===== config.mk =====
export PLATFORM = sky130hd
export DESIGN_NAME = perf_monitor
export DESIGN_NICKNAME = d
export VERILOG_FILES = /design/src/rtl/perf_monitor.sv
export SDC_FILE = /design/constraint.sdc
export NUM_CORES = 1
export LEC_CHECK = 0
export ABC_AREA = 1
export CORE_ASPECT_RATIO = 0.9
export CORE_MARGIN = 2
export CORE_UTILIZATION = 60
export DETAILED_ROUTE_END_ITERATION = 8
export PLACE_DENSITY = 0.9
export SLEW_MARGIN = 20
export SYNTH_ARGS = -nofsm -noshare
export SYNTH_HDL_FRONTEND = slang
export SYNTH_SLANG_ARGS = --single-unit

===== constraint.sdc =====
create_clock -name i_clk -period 4.67 [get_ports i_clk]
set_input_delay 0.7005 -clock i_clk [delete_from_list [all_inputs] [get_ports i_clk]]
set_output_delay 0.7005 -clock i_clk [all_outputs]
set_load 0.02 [all_outputs]

===== src/rtl/perf_monitor.sv =====
// -----------------------------------------------------------------------------
// perf_monitor
//
// Measurement-window performance counters that sit beside the pipeline core.
// They are driven from its writeback/retire debug outputs. Counting covers a
// window that opens when PC_START retires and closes when PC_STOP retires.
// Both the opening and the closing instruction are counted. Results are read
// through a registered address/data port with one cycle of latency.
//
// Channel map:
//   0 : cycles in the window
//   1 : retired instructions
//   2 : retired control-flow instructions (branch/jump)
//   3 : resolved mispredictions
//   4+k : generic event i_evt[k]
//   An address >= NCH reads 0.
//
// Ports:
//   i_clk        clock
//   i_reset      synchronous, active-high reset
//   i_pc         PC of the instruction retiring this cycle
//   i_insn_vld   an instruction retired this cycle
//   i_ctrl       the retiring instruction is a branch/jump
//   i_mispred    a misprediction resolved this cycle
//   i_evt        generic event strobes, one per bit
//   i_clear      zero all counters and re-arm the window
//   i_rd_addr    channel select
//   o_rd_data    registered channel value (value before the last edge)
//   o_state      0 = IDLE, 1 = RUN, 2 = DONE
//   o_done       window closed, counters frozen
//   o_sat        sticky: some counter reached all-ones
// -----------------------------------------------------------------------------
module perf_monitor #(
  parameter int          CNT_W      = 32,
  parameter int          N_EVT      = 4,
  parameter logic [31:0] PC_START   = 32'h0000_0000,
  parameter logic [31:0] PC_STOP    = 32'h0000_001C,
  parameter bit          AUTO_START = 1'b0,
  // Derived; do not override.
  parameter int          NCH        = 4 + N_EVT,
  parameter int          RA_W       = $clog2(NCH)
) (
  input  logic             i_clk,
  input  logic             i_reset,
  input  logic [31:0]      i_pc,
  input  logic             i_insn_vld,
  input  logic             i_ctrl,
  input  logic             i_mispred,
  input  logic [N_EVT-1:0] i_evt,
  input  logic             i_clear,
  input  logic [RA_W-1:0]  i_rd_addr,
  output logic [CNT_W-1:0] o_rd_data,
  output logic [1:0]       o_state,
  output logic             o_done,
  output logic             o_sat
);

  typedef enum logic [1:0] {
    S_IDLE = 2'd0,
    S_RUN  = 2'd1,
    S_DONE = 2'd2
  } state_t;

  // State entered from reset and from i_clear.
  localparam state_t ARM_STATE = AUTO_START ? S_RUN : S_IDLE;

  localparam logic [CNT_W-1:0] CNT_MAX = '1;

  state_t           state, state_nxt;
  logic [CNT_W-1:0] cnt     [NCH];
  logic [CNT_W-1:0] cnt_nxt [NCH];
  logic [NCH-1:0]   hit;
  logic             count_en;
  logic             start_hit, stop_hit;
  logic             any_max;
  logic             sat, sat_nxt;
  logic [CNT_W-1:0] rd_data, rd_nxt;

  assign start_hit = i_insn_vld && (i_pc == PC_START);
  assign stop_hit  = i_insn_vld && (i_pc == PC_STOP);

  // Per-channel increment requests, qualified later by count_en.
  always_comb begin
    // NOTE: every signal assigned in a combinational block gets a default
    // first, so no path leaves it unassigned and no latch is inferred.
    hit                = '0;
    hit[0]             = 1'b1;
    hit[1]             = i_insn_vld;
    hit[2]             = i_ctrl && i_insn_vld;
    hit[3]             = i_mispred;
    hit[NCH-1:4]       = i_evt;
  end

  // Next-state logic. The cycle that opens the window and the cycle that
  // closes it are both counted. In RUN a PC_START match is ignored, so when
  // PC_START == PC_STOP the first hit opens and the second one closes.
  always_comb begin
    state_nxt = state;
    count_en  = 1'b0;
    unique case (state)
      S_IDLE: begin
        if (start_hit) begin
          state_nxt = S_RUN;
          count_en  = 1'b1;
        end
      end
      S_RUN: begin
        count_en = 1'b1;
        if (stop_hit) state_nxt = S_DONE;
      end
      S_DONE: begin
        state_nxt = S_DONE;
      end
      default: state_nxt = ARM_STATE;
    endcase
    // Clear beats everything except reset, and the clear cycle is not counted.
    if (i_clear) begin
      state_nxt = ARM_STATE;
      count_en  = 1'b0;
    end
  end

  // Saturating counters plus the sticky saturation flag. The flag is computed
  // from the next counter values, so it rises together with the counter that
  // reaches all-ones.
  always_comb begin
    any_max = 1'b0;
    for (int ch = 0; ch < NCH; ch++) begin
      cnt_nxt[ch] = cnt[ch];
      if (i_clear)
        cnt_nxt[ch] = '0;
      else if (count_en && hit[ch] && (cnt[ch] != CNT_MAX))
        cnt_nxt[ch] = cnt[ch] + CNT_W'(1);
      if (cnt_nxt[ch] == CNT_MAX) any_max = 1'b1;
    end
    sat_nxt = i_clear ? 1'b0 : (sat | any_max);
  end

  // Read mux. It uses the current counter values, so the registered output
  // shows each counter as it stood before the edge that captures it.
  // Unmatched addresses fall through to 0.
  always_comb begin
    rd_nxt = '0;
    for (int ch = 0; ch < NCH; ch++) begin
      if (i_rd_addr == RA_W'(ch)) rd_nxt = cnt[ch];
    end
  end

  always_ff @(posedge i_clk) begin
    // NOTE: sequential state uses non-blocking assignments, so every register
    // samples values from before the edge and process order does not matter.
    if (i_reset) begin
      state   <= ARM_STATE;
      sat     <= 1'b0;
      rd_data <= '0;
      // NOTE: the counter array is a bank of flops rather than a RAM. It
      // must be reset because a reset in mid-run discards all counts.
      for (int ch = 0; ch < NCH; ch++) cnt[ch] <= '0;
    end else begin
      state   <= state_nxt;
      sat     <= sat_nxt;
      rd_data <= rd_nxt;
      for (int ch = 0; ch < NCH; ch++) cnt[ch] <= cnt_nxt[ch];
    end
  end

  assign o_rd_data = rd_data;
  assign o_state   = state;
  assign o_done    = (state == S_DONE);
  assign o_sat     = sat;

endmodule


Word-level counts from Yosys, hierarchy flattened
Memory sizes are Yosys's and may differ from the RTL's.
Index checks and enable logic that the tools add are counted.
{ "word_totals": {"register_bits": 35, "mem_bits_rw": 256, "inputBits": 45, "memories": 1} }
{ "memory_table": {"columns": ["name", "words", "width", "rd", "rd_ports_with_merged_regs", "wr", "line_no", "text"], "rows": [
  ["cnt", 8, 32, 8, 0, 8, "70", "logic [CNT_W-1:0] cnt [NCH];"]
]} }
{ "classes": {"addsub": 8, "n_eq_ne": 28, "mux": 49, "n_bitwise": 9, "reduce_logical": 23} }
{ "op_table": {"columns": ["operator", "n"], "rows": [
  ["two-way mux 32 bit", 32],
  ["adder 32 x 1 -> 32 bit, second input constant", 8],
  ["equality test 32 bit, second input constant", 8],
  ["!= test 32 bit, second input constant", 8],
  ["equality test 32 x 5 -> 1 bit, second input constant", 1],
  ["zero test 32 bit", 1],
  ["logical AND 1 bit", 18],
  ["two-way mux 1 bit", 13],
  ["equality test 3 bit, second input constant", 4],
  ["bitwise OR 1 bit", 9],
  ["equality test 3 x 2 -> 1 bit, second input constant", 2],
  ["case mux 2 bit (3 select lines)", 1],
  ["two-way mux 2 bit", 2],
  ["!= test 2 bit, second input constant", 2],
  ["equality test 3 x 1 -> 1 bit, second input constant", 1],
  ["zero test 3 bit", 1],
  ["equality test 2 x 1 -> 1 bit, second input constant", 1],
  ["equality test 2 bit, second input constant", 1],
  ["zero test 2 bit", 1],
  ["case mux 1 bit (2 select lines)", 1],
  ["AND reduction 2 bit", 1],
  ["OR reduction 2 bit", 1]
]} }

Longest topological paths before layout
Gate-level depths: netlist of run 1.
{ "logic_depth": {"depth_word": 18, "ltp_mapped": 23, "depth_no_buf": 22} }

Worst setup path after synthesis of run 1
Ideal clock, no wire load.
{ "synth_timing": {"path_type": "input-to-reg", "start": "input port i_pc[27]", "end": "register sat, in the netlist o_sat", "arrival_time_ns": 2.514, "required_time_ns": 4.552, "path_slack_ns": 2.038, "path_stages": 20, "path_buffers": 1, "path_cell_list": "nor2_1 > nand2_1 > nor2_1 > nand2_1 > nor2_2 > nand3_2 > nand2_4 > nand2_4 > nor2_8 > nand2_4 > buf_6 > nor2_1 > xor2_1 > nor2_1 > nand2_1 > nor2_1 > nand2_1 > nand2_1 > nor2_1 > a21oi_2"} }
{ "synth_via": {"elab_chain_len": 18, "elab_cells_between_ends": 53, "cone_classes": "8 x eq/ne; 27 x mux; 1 x bitwise; 17 x reduce/logical"} }
{ "synth_lines": {"columns": ["item", "line_no", "text"], "rows": [
  ["from (decl)", "45", "input logic [31:0] i_pc,"],
  ["zero test 32 bit (*)", "79", "assign start_hit = i_insn_vld && (i_pc == PC_START);"],
  ["logical AND 1 bit (*)", "79", null],
  ["two-way mux 1 bit (*)", "102", "if (start_hit) begin"],
  ["case mux 1 bit (2 select lines) (*)", "100", "unique case (state)"],
  ["two-way mux 1 bit (*)", "117", "if (i_clear) begin"],
  ["logical AND 1 bit", "132", "else if (count_en && hit[ch] && (cnt[ch] != CNT_MAX))"],
  ["two-way mux 32 bit or logical AND 1 bit (tied branches)", "132", null],
  ["two-way mux 32 bit (on tied branches)", "130, 132", null],
  ["equality test 32 bit or two-way mux 32 bit (tied branches)", "134, 130", null],
  ["two-way mux 1 bit or equality test 32 bit (tied branches)", "134", "if (cnt_nxt[ch] == CNT_MAX) any_max = 1'b1;"],
  ["two-way mux 1 bit (6 in series)", "134", null],
  ["two-way mux 1 bit (*)", "134", null],
  ["bitwise OR 1 bit (*)", "136", "sat_nxt = i_clear ? 1'b0 : (sat | any_max);"],
  ["to (signal assigned)", "161", "sat <= sat_nxt;"],
  ["to (decl)", "76", "logic sat, sat_nxt;"]
]} }
Mark *: on every way between the ends. The rest lies on a longest branch, timed or not.
A chain may end at the register's enable or synchronous reset.

Worst setup path after layout of run 1
{ "layout_timing": {"start": "input port i_insn_vld", "end": "register sat, in the netlist o_sat"} }
{ "layout_via": {"elab_chain_len": 17, "elab_cells_between_ends": 53, "cone_classes": "8 x eq/ne; 27 x mux; 1 x bitwise; 17 x reduce/logical"} }
{ "layout_lines": {"columns": ["item", "line_no", "text"], "rows": [
  ["from (decl)", "46", "input logic i_insn_vld,"],
  ["logical AND 1 bit", "79", null],
  ["two-way mux 1 bit", "102", null],
  ["case mux 1 bit (2 select lines)", "100", null],
  ["two-way mux 1 bit", "117", null],
  ["logical AND 1 bit", "132", null],
  ["two-way mux 32 bit or logical AND 1 bit (tied branches)", "132", null],
  ["two-way mux 32 bit (on tied branches)", "130, 132", null],
  ["equality test 32 bit or two-way mux 32 bit (tied branches)", "134, 130", null],
  ["two-way mux 1 bit or equality test 32 bit (tied branches)", "134", null],
  ["two-way mux 1 bit (6 in series)", "134", null],
  ["two-way mux 1 bit (*)", "134", null],
  ["bitwise OR 1 bit (*)", "136", null]
]} }
Marks and branches as above.

==> results of run 1 <==
==> Yosys cell counts, types with 18 or more instances <==
master / count
o2111ai_1: 27
nor2_1: 678
buf_6: 19
xnor2_1: 18
o22ai_1: 28
xor2_1: 185
a21oi_1: 70
nand3_1: 185
buf_2: 24
nor3_1: 158
nand2_1: 924
nor4_1: 32
o211ai_1: 21
o21ai_1: 31
nand4_1: 58
o21ai_0: 65
a211oi_1: 19
inv_1: 405
clkbuf_1: 52
dfxtp_1: 291
==> logic make-up after synthesis <==
| kind of cell | count (synthesis) |
|---|---|
| simple gates | 2081 |
| buf+inv | 527 |
| flops | 291 |
| compound gates | 282 |
| xor+xnor | 203 |
| fa+ha+maj | 11 |
==> path summary, 6_finish.rpt <==
check / from / to / slack (ns) / depth (start not counted)
min: cnt[1][96] / o_rd_data[0] / 0.54 / 2
min reg2reg: cnt[1][96] / o_rd_data[0] / 0.54 / 2
max reg2reg: cnt[1][0] / o_sat / 1.15 / 18
max: i_insn_vld / o_sat / 0.98 / 21
==> routing by layer <==
metal	wire length [um]	GRT usage [%]	vias up
li1	-	-	10900
met1	29800	57.4	10200
met2	28400	57.9	1560
met3	10400	10.7	258
met4	3590	17.4	2
met5	17	0	-
==> flip-flops by register name, summed over array words and instances, names as in the netlist <==
register	cells
o_rd_data	32
cnt	256
o_sat	1
o_state	2
==> area by class of cell <==
cell class                 instances  share of cell area, %
clock buffer                      46                   4.50
clock inverter                    17                   1.04
inverter                         415                   6.90
multi-input combinational       2577                   54.7
sequential                       291                   25.7
tap                              462                   2.55
timing repair buffer             111                   4.58
==> power groups by stage <==
stage / clock network [mW] / registers [mW] / logic [mW]
5_1_grt: 3.10 / 2.48 / 0.194
2_1_floorplan: 0 / 2.54 / 0.0890
3_5_place_dp: 0 / 2.54 / 0.178
4_1_cts: 3.00 / 2.48 / 0.179
6_report: 3.00 / 2.48 / 0.186
3_3_place_gp: 0 / 2.54 / 0.177
==> critical path, stage by stage <==
cell             delay [ns]
clkdlybuf4s50_1        0.54
inv_2                  0.07
nor3_2                 0.11
nand2_1                0.08
nor2_2                 0.14
nand3_2                0.13
nand2_4                0.27
nand2_4                0.25
nor2_8                 0.26
nand2_4                0.30
inv_4                  0.27
nand2_1                0.07
nand2_1                0.07
nand2_1                0.07
nor2_1                 0.15
nand3_1                0.11
nor2_1                 0.17
nand3_1                0.09
nand2_1                0.09
nor2_1                 0.07
a21oi_2                0.12
==> metrics.md, run 1 <==
| Metric | Value |
|---|---|
| Status | `finished, final reports clean` |
| CTS tree | `built` |
| Synthesized cell area | `20400 um2` |
| CP required | `5.14 ns` |
| Die span in y | `179 um` |
| Area leader, netlist | `dfxtp_1` |
| Most frequent cells in the layout | `923 x nand2_1, 678 x nor2_1, 405 x inv_1` |
| Vias per inst | `5.85` |
| Asr flop ratio synth | `0%` |
| Routed Wire Length | `72.3 mm` |
| Max_cap viols | `0` |
| Leakage | `8.19 nW` |
| CP Capture Type | `flip-flop` |
| I/O Buffers | `80` |
| Htree depth | `2` |
| Post-synthesis sequential area ratio | `28.6%` |
| Share of power burned in registers | `43.8%` |
| Data arrival, critical path | `4.16 ns` |
| Minimum clock period | `3.69 ns` |
| Clock power frac | `52.9%` |
| Min Hold Slack | `0.538 ns` |
| Die area | `35500 um2` |
| Unique masters post-synth | `54` |
| Die Wd | `198 um` |
| Clk_lat worst skew | `0.54 ns` |
| Hpwl dp | `55.1 mm` |
| CTS buffer count | `35` |
| Simple-gate share of the synthesized area | `42.9%` |
| F_max | `271 MHz` |
| DRT iter0 DRCs | `3315` |
| Cell Pwr Density | `250 nW/um2` |
| GRT Total Usage | `40.6%` |
| Initial antenna violation count | `1` |
| Post-DRT Antenna Nets | `0` |
| Initial Util | `60.5%` |
| GP Congestion | `1.10` |
| Largest family of logic cells by synthesized area | `simple AND/OR/NAND/NOR gates` |
| Setup crit start kind | `primary input` |
| Area occupied by multi-input gates | `12400 um2` |
| Largest net degree at the start of global routing | `93` |
| Clk buf depth | `3` |
| Drt first pass iters | `7` |
| I/O Pins | `81` |
| Area Overhead vs Synth | `11.2%` |
| Share of post-route cells with drive strength above 1 | `4.08%` |
| First-pass GRT wire length | `112 mm` |
| Drt drc | `0` |
| Crit path max fanout | `41` |
| Nets@finish | `3487` |
| Finished Cell Area | `22700 um2` |
| Syn. warnings | `0` |
| Worst Tran Pin Value | `1.16 ns` |
| Mapped Cells | `3395` |
| Cts repair resizes | `0` |
| Post-synth EDFFs | `0` |
| Kind of critical path | `primary input to flip-flop` |
| Ant diodes | `0` |
| CTS sink count | `291` |
| Cts hold-fix bufs | `0` |
| Commonest non-fill, non-tap cell in the layout | `nand2_1` |
| Area fraction in compound gates after synthesis | `8.42%` |
| Number of global-route vias before repair | `20400` |
| Power Total | `5.67 mW` |
| Sequential cell area | `5830 um2` |
| Post-Synth Adder-Cell Area | `0.675%` |
| Internal power | `4.36 mW` |
| Core Util, Final | `67.3%` |
| Synthesized Nets | `3451` |
| Inst Count DP | `3856` |
| Final Hold Fails | `0` |
| DR vias | `22900` |
| Hold WC Path Type | `flip-flop to flip-flop` |
| Final worst path period share | `78.9%` |
| Maximum VDD drop | `0.000292 V` |
| Top cell type's share of synthesized area | `28.6%` |
| Pre-CTS setup slack | `0.580 ns` |
| Clock Skew | `0.0146 ns` |
| Wire per inst | `18.4 um` |
| Comb pwr share | `3.3%` |
| Dominant synthesized flop cell | `dfxtp_1` |
| Pins over their slew limit | `0` |
| Yosys reg bits | `291` |
| Max_slew headroom | `22.4%` |
| Setup violators final | `0` |
| Most area-consuming cells after synthesis | `dfxtp_1 29%, nand2_1 17%, nor2_1 12%, xor2_1 7.9%, inv_1 7.5%` |
| Root buffer cell | `clkbuf_16` |
| Mux cell area share after synthesis | `0%` |
| Switching Share | `23.1%` |
| Final worst setup slack | `0.984 ns` |
| Clock transition at the registers of the reported paths | `0.06 ns` |
| Syn_area_per_cell | `6.01 um2` |
| Setup TNS | `0 ns` |
| Dpl cell area | `21400 um2` |
| Net Switching | `1.31 mW` |
| Unrepaired setup endpoints after global routing | `false` |
| Postcts setup bufs | `0` |
| Total grt overflow | `0` |
| Xor and xnor area share after synthesis | `8.72%` |
| Layout filler cell count | `3161` |
| Core Box Area | `33700 um2` |
| Finished Layout Cells | `3919` |
| Row count | `64` |
Power figures use the tool's default switching activity.
==> inputs of run 2 (changes only) <==
==> constraint.sdc (replaced) <==
create_clock -name i_clk -period 3.8 [get_ports i_clk]
set_input_delay 0.57 -clock i_clk [delete_from_list [all_inputs] [get_ports i_clk]]
set_output_delay 0.57 -clock i_clk [all_outputs]
set_load 0.02 [all_outputs]
==> run 2 against run 1 <==
  * Cell count increased by 0.71%
  * Count of clock-buffer cells in the layout is 1 lower
  * Sequential share of layout area fell by 0.22 points
  * Highest routed layer is now met4
  * Power grew 19%
  * Global-route usage up 2.6 points
  * Cell area rose by 0.85%
  * Worst setup slack got worse by 0.62 ns
  * Largest power group unchanged
  * Critical path type is now flip-flop to flip-flop
  * Via count fell by 0.35%
  * Largest cell class unchanged
  * Sequential power rose by 23%
  * Register-to-register slack got worse by 0.79 ns
  * Utilization increased by 0.57 points
==> metrics.md, run 2 (synthesized netlist as in run 1, its figures left out) <==
| Metric | Value |
|---|---|
| Status | `finished, final reports clean (unchanged)` |
| Data arrival, critical path | `3.85 ns (was 4.16 ns)` |
| Max_slew headroom | `29.9% (was 22.4%)` |
| CP required | `4.21 ns (was 5.14 ns)` |
| Final Hold Fails | `0 (unchanged)` |
| CP Capture Type | `flip-flop (unchanged)` |
| CTS sink count | `291 (unchanged)` |
| Worst Tran Pin Value | `1.04 ns (was 1.16 ns)` |
| Nets@finish | `3517 (was 3487)` |
| Total grt overflow | `0 (unchanged)` |
| Worst r2r src | `cnt[0][1] (was cnt[1][0])` |
| Pins over their slew limit | `0 (unchanged)` |
| Die Wd | `198 um (unchanged)` |
| Hold Path Stages | `4 (was 2)` |
| Largest Register | `cnt (unchanged)` |
| Cts hold-fix bufs | `0 (unchanged)` |
| Clk_lat worst skew | `0.54 ns (about the same)` |
| Die span in y | `179 um (unchanged)` |
| I/O Buffers | `80 (unchanged)` |
| Cell Pwr Density | `295 nW/um2 (was 250 nW/um2)` |
| Post-DRT Antenna Nets | `0 (unchanged)` |
| Critical path's slowest cell | `dfxtp_1 (was clkdlybuf4s50_1)` |
| Most frequent cells in the layout | `923 x nand2_1, 678 x nor2_1, 405 x inv_1 (unchanged)` |
| CTS tree | `built (unchanged)` |
| Row count | `64 (unchanged)` |
| Crit path max fanout | `35 (was 41)` |
| Largest net degree at the start of global routing | `84 (was 93)` |
| F_max | `291 MHz` |
| Kind of critical path | `flip-flop to flip-flop (was primary input to flip-flop)` |
| Root buffer cell | `clkbuf_16 (unchanged)` |
| Clock Skew | `0.0220 ns (was 0.0146 ns)` |
| Routed Wire Length | `77.1 mm (was 72.3 mm)` |
| GRT Total Usage | `43.2% (was 40.6%)` |
| Postcts setup bufs | `0 (unchanged)` |
| Setup crit start kind | `flip-flop (was primary input)` |
| Hold WC Path Type | `primary input to flip-flop (was flip-flop to flip-flop)` |
| Initial Util | `60.5% (unchanged)` |
| Initial antenna violation count | `1 (unchanged)` |
| Share of post-route cells with drive strength above 1 | `4.77% (was 4.08%)` |
| Area Overhead vs Synth | `12.1% (was 11.2%)` |
| Hpwl dp | `59.2 mm (was 55.1 mm)` |
| Number of global-route vias before repair | `20400 (about the same)` |
| Max reg flops | `256 (unchanged)` |
| Core Util, Final | `67.8% (was 67.3%)` |
| Vias per inst | `5.78 (was 5.85)` |
| Maximum VDD drop | `0.000293 V (was 0.000292 V)` |
| Setup violators final | `0 (unchanged)` |
| Drt first pass iters | `7 (unchanged)` |
| Clk buf depth | `3 (unchanged)` |
| Leakage | `8.31 nW (was 8.19 nW)` |
| Htree depth | `2 (unchanged)` |
| Commonest non-fill, non-tap cell in the layout | `nand2_1 (unchanged)` |
| Unrepaired setup endpoints after global routing | `false (unchanged)` |
| Max_cap viols | `0 (unchanged)` |
| Crit path cell chain | `ha_1 -> nand3_1 -> nor2_2 -> nand3_1 -> nor2_2 -> nand3_1 -> clkinv_1 -> nor2_4 -> buf_12 -> o21ai_0 -> nor2_1 -> nand2_1 -> nor2_1 -> nand2_1 -> nor2_1 -> nor2_1 -> nand2_1 -> nor2_1 -> a21oi_2 (was clkdlybuf4s50_1 -> inv_2 -> nor3_2 -> nand2_1 -> nor2_2 -> nand3_2 -> nand2_4 -> nand2_4 -> nor2_8 -> nand2_4 -> inv_4 -> nand2_1 -> nand2_1 -> nand2_1 -> nor2_1 -> nand3_1 -> nor2_1 -> nand3_1 -> nand2_1 -> nor2_1 -> a21oi_2)` |
| DRT iter0 DRCs | `3103 (was 3315)` |
| Final worst path period share | `90.4%` |
| CP dominant cell by count | `nor2_1 (was nand2_1)` |
| Setup TNS | `0 ns (unchanged)` |
| First-pass GRT wire length | `117 mm (was 112 mm)` |
| Hold EP | `cnt[1][116] (was o_rd_data[0])` |
| Slowest stage delay, CP | `0.43 ns (was 0.54 ns)` |
| Flop2flop setup slack | `0.36 ns (was 1.15 ns)` |
| Reg2reg end | `o_sat (unchanged)` |
| I/O Pins | `81 (unchanged)` |
| Reg2reg path depth | `19 (was 18)` |
| DR vias | `22800 (was 22900)` |
| Worst Min Path Start | `i_clear (was cnt[1][96])` |
| Die area | `35500 um2 (unchanged)` |
| Drt drc | `0 (unchanged)` |
| Core Box Area | `33700 um2 (unchanged)` |
| Minimum clock period | `3.44 ns` |
| CTS buffer count | `35 (unchanged)` |
| Power Total | `6.76 mW (was 5.67 mW)` |
| GP Congestion | `1.09 (was 1.10)` |
| Clock transition at the registers of the reported paths | `0.06 ns (about the same)` |
| Wire per inst | `19.5 um (was 18.4 um)` |
| Min Hold Slack | `0.502 ns (was 0.538 ns)` |
## run 2: cell types whose count changed in the layout (fill, tap and decap cells not counted)
cell | previous run | this run
diode_2 | 0 | 2
buf_4 | 31 | 56
bufinv_16 | 5 | 4
clkbuf_16 | 37 | 35
clkbuf_1 | 3 | 5
inv_6 | 1 | 2
clkinv_1 | 3 | 2
clkinv_4 | 4 | 1
clkbuf_8 | 6 | 5
clkinvlp_4 | 3 | 4
buf_12 | 1 | 6
## run 2: metal layers
| layer | track usage, % | up-vias | wire, um | part of all wire [%] |
|---|---|---|---|---|
| met4 | 18.1 | 0 | 3400 | 4.4 |
| li1 | - | 10900 | - | - |
| met1 | 60.9 | 10300 | 31500 | 41 |
| met3 | 9.89 | 212 | 10700 | 14 |
| met5 | 0 | - | 0 | 0 |
| met2 | 62.9 | 1425 | 31600 | 41 |
## run 2: cell type report
cell class,count,area (um2)
Tap cell,462,578
Clock inverter,14,189
Sequential cell,291,5830
Timing Repair Buffer,141,1330
Fill cell,3200,10800
Multi-Input combinational cell,2577,12400
Antenna cell,2,5.00
Inverter,415,1570
Clock buffer,45,963
## run 2: worst max path at each step
stage          startpoint     to  slack, ns  depth (start not counted)
3_3_place_gp   i_insn_vld  o_sat       0.16                         22
5_1_grt        cnt[1][96]  o_sat       0.14                         18
2_1_floorplan    i_pc[27]  o_sat       1.30                         20
6_report        cnt[0][1]  o_sat       0.36                         19
3_5_place_dp   i_insn_vld  o_sat       0.12                         22
4_1_cts        cnt[1][96]  o_sat       0.41                         18
## run 2: timing repair
action / 4_1_cts / 5_1_grt
resized for setup: 0 / 1
endpoints found under the hold margin: 0 / 0
endpoints found under the setup margin: 0 / 1
## run 2: stage by stage
| stage | instances | cell area (um2) | setup slack (ns) |
|---|---|---|---|
| after floorplan | 3395 | 20400 | 1.30 |
| after global placement | 3886 | 21700 | 0.164 |
| after detailed placement | 3886 | 21700 | 0.121 |
| after CTS | 3945 | 22900 | 0.411 |
| after global routing | 3945 | 22900 | 0.138 |
| final | 3947 | 22900 | 0.364 |
## run 2: critical path, delay by kind of cell, from the launching register on
| family | cells | cell delay, ns |
|---|---|---|
| and+or+nand+nor | 14 | 1.86 |
| DFF | 1 | 0.43 |
| buffers and inverters | 2 | 0.38 |
| adders and majority gates | 1 | 0.29 |
| AOI/OAI and AO/OA | 2 | 0.32 |
## run 2: power breakdown
group	switching [mW]	internal, mW
Combinational	0.165	0.0698
Sequential	0.000529	3.05
Clock	1.40	2.06
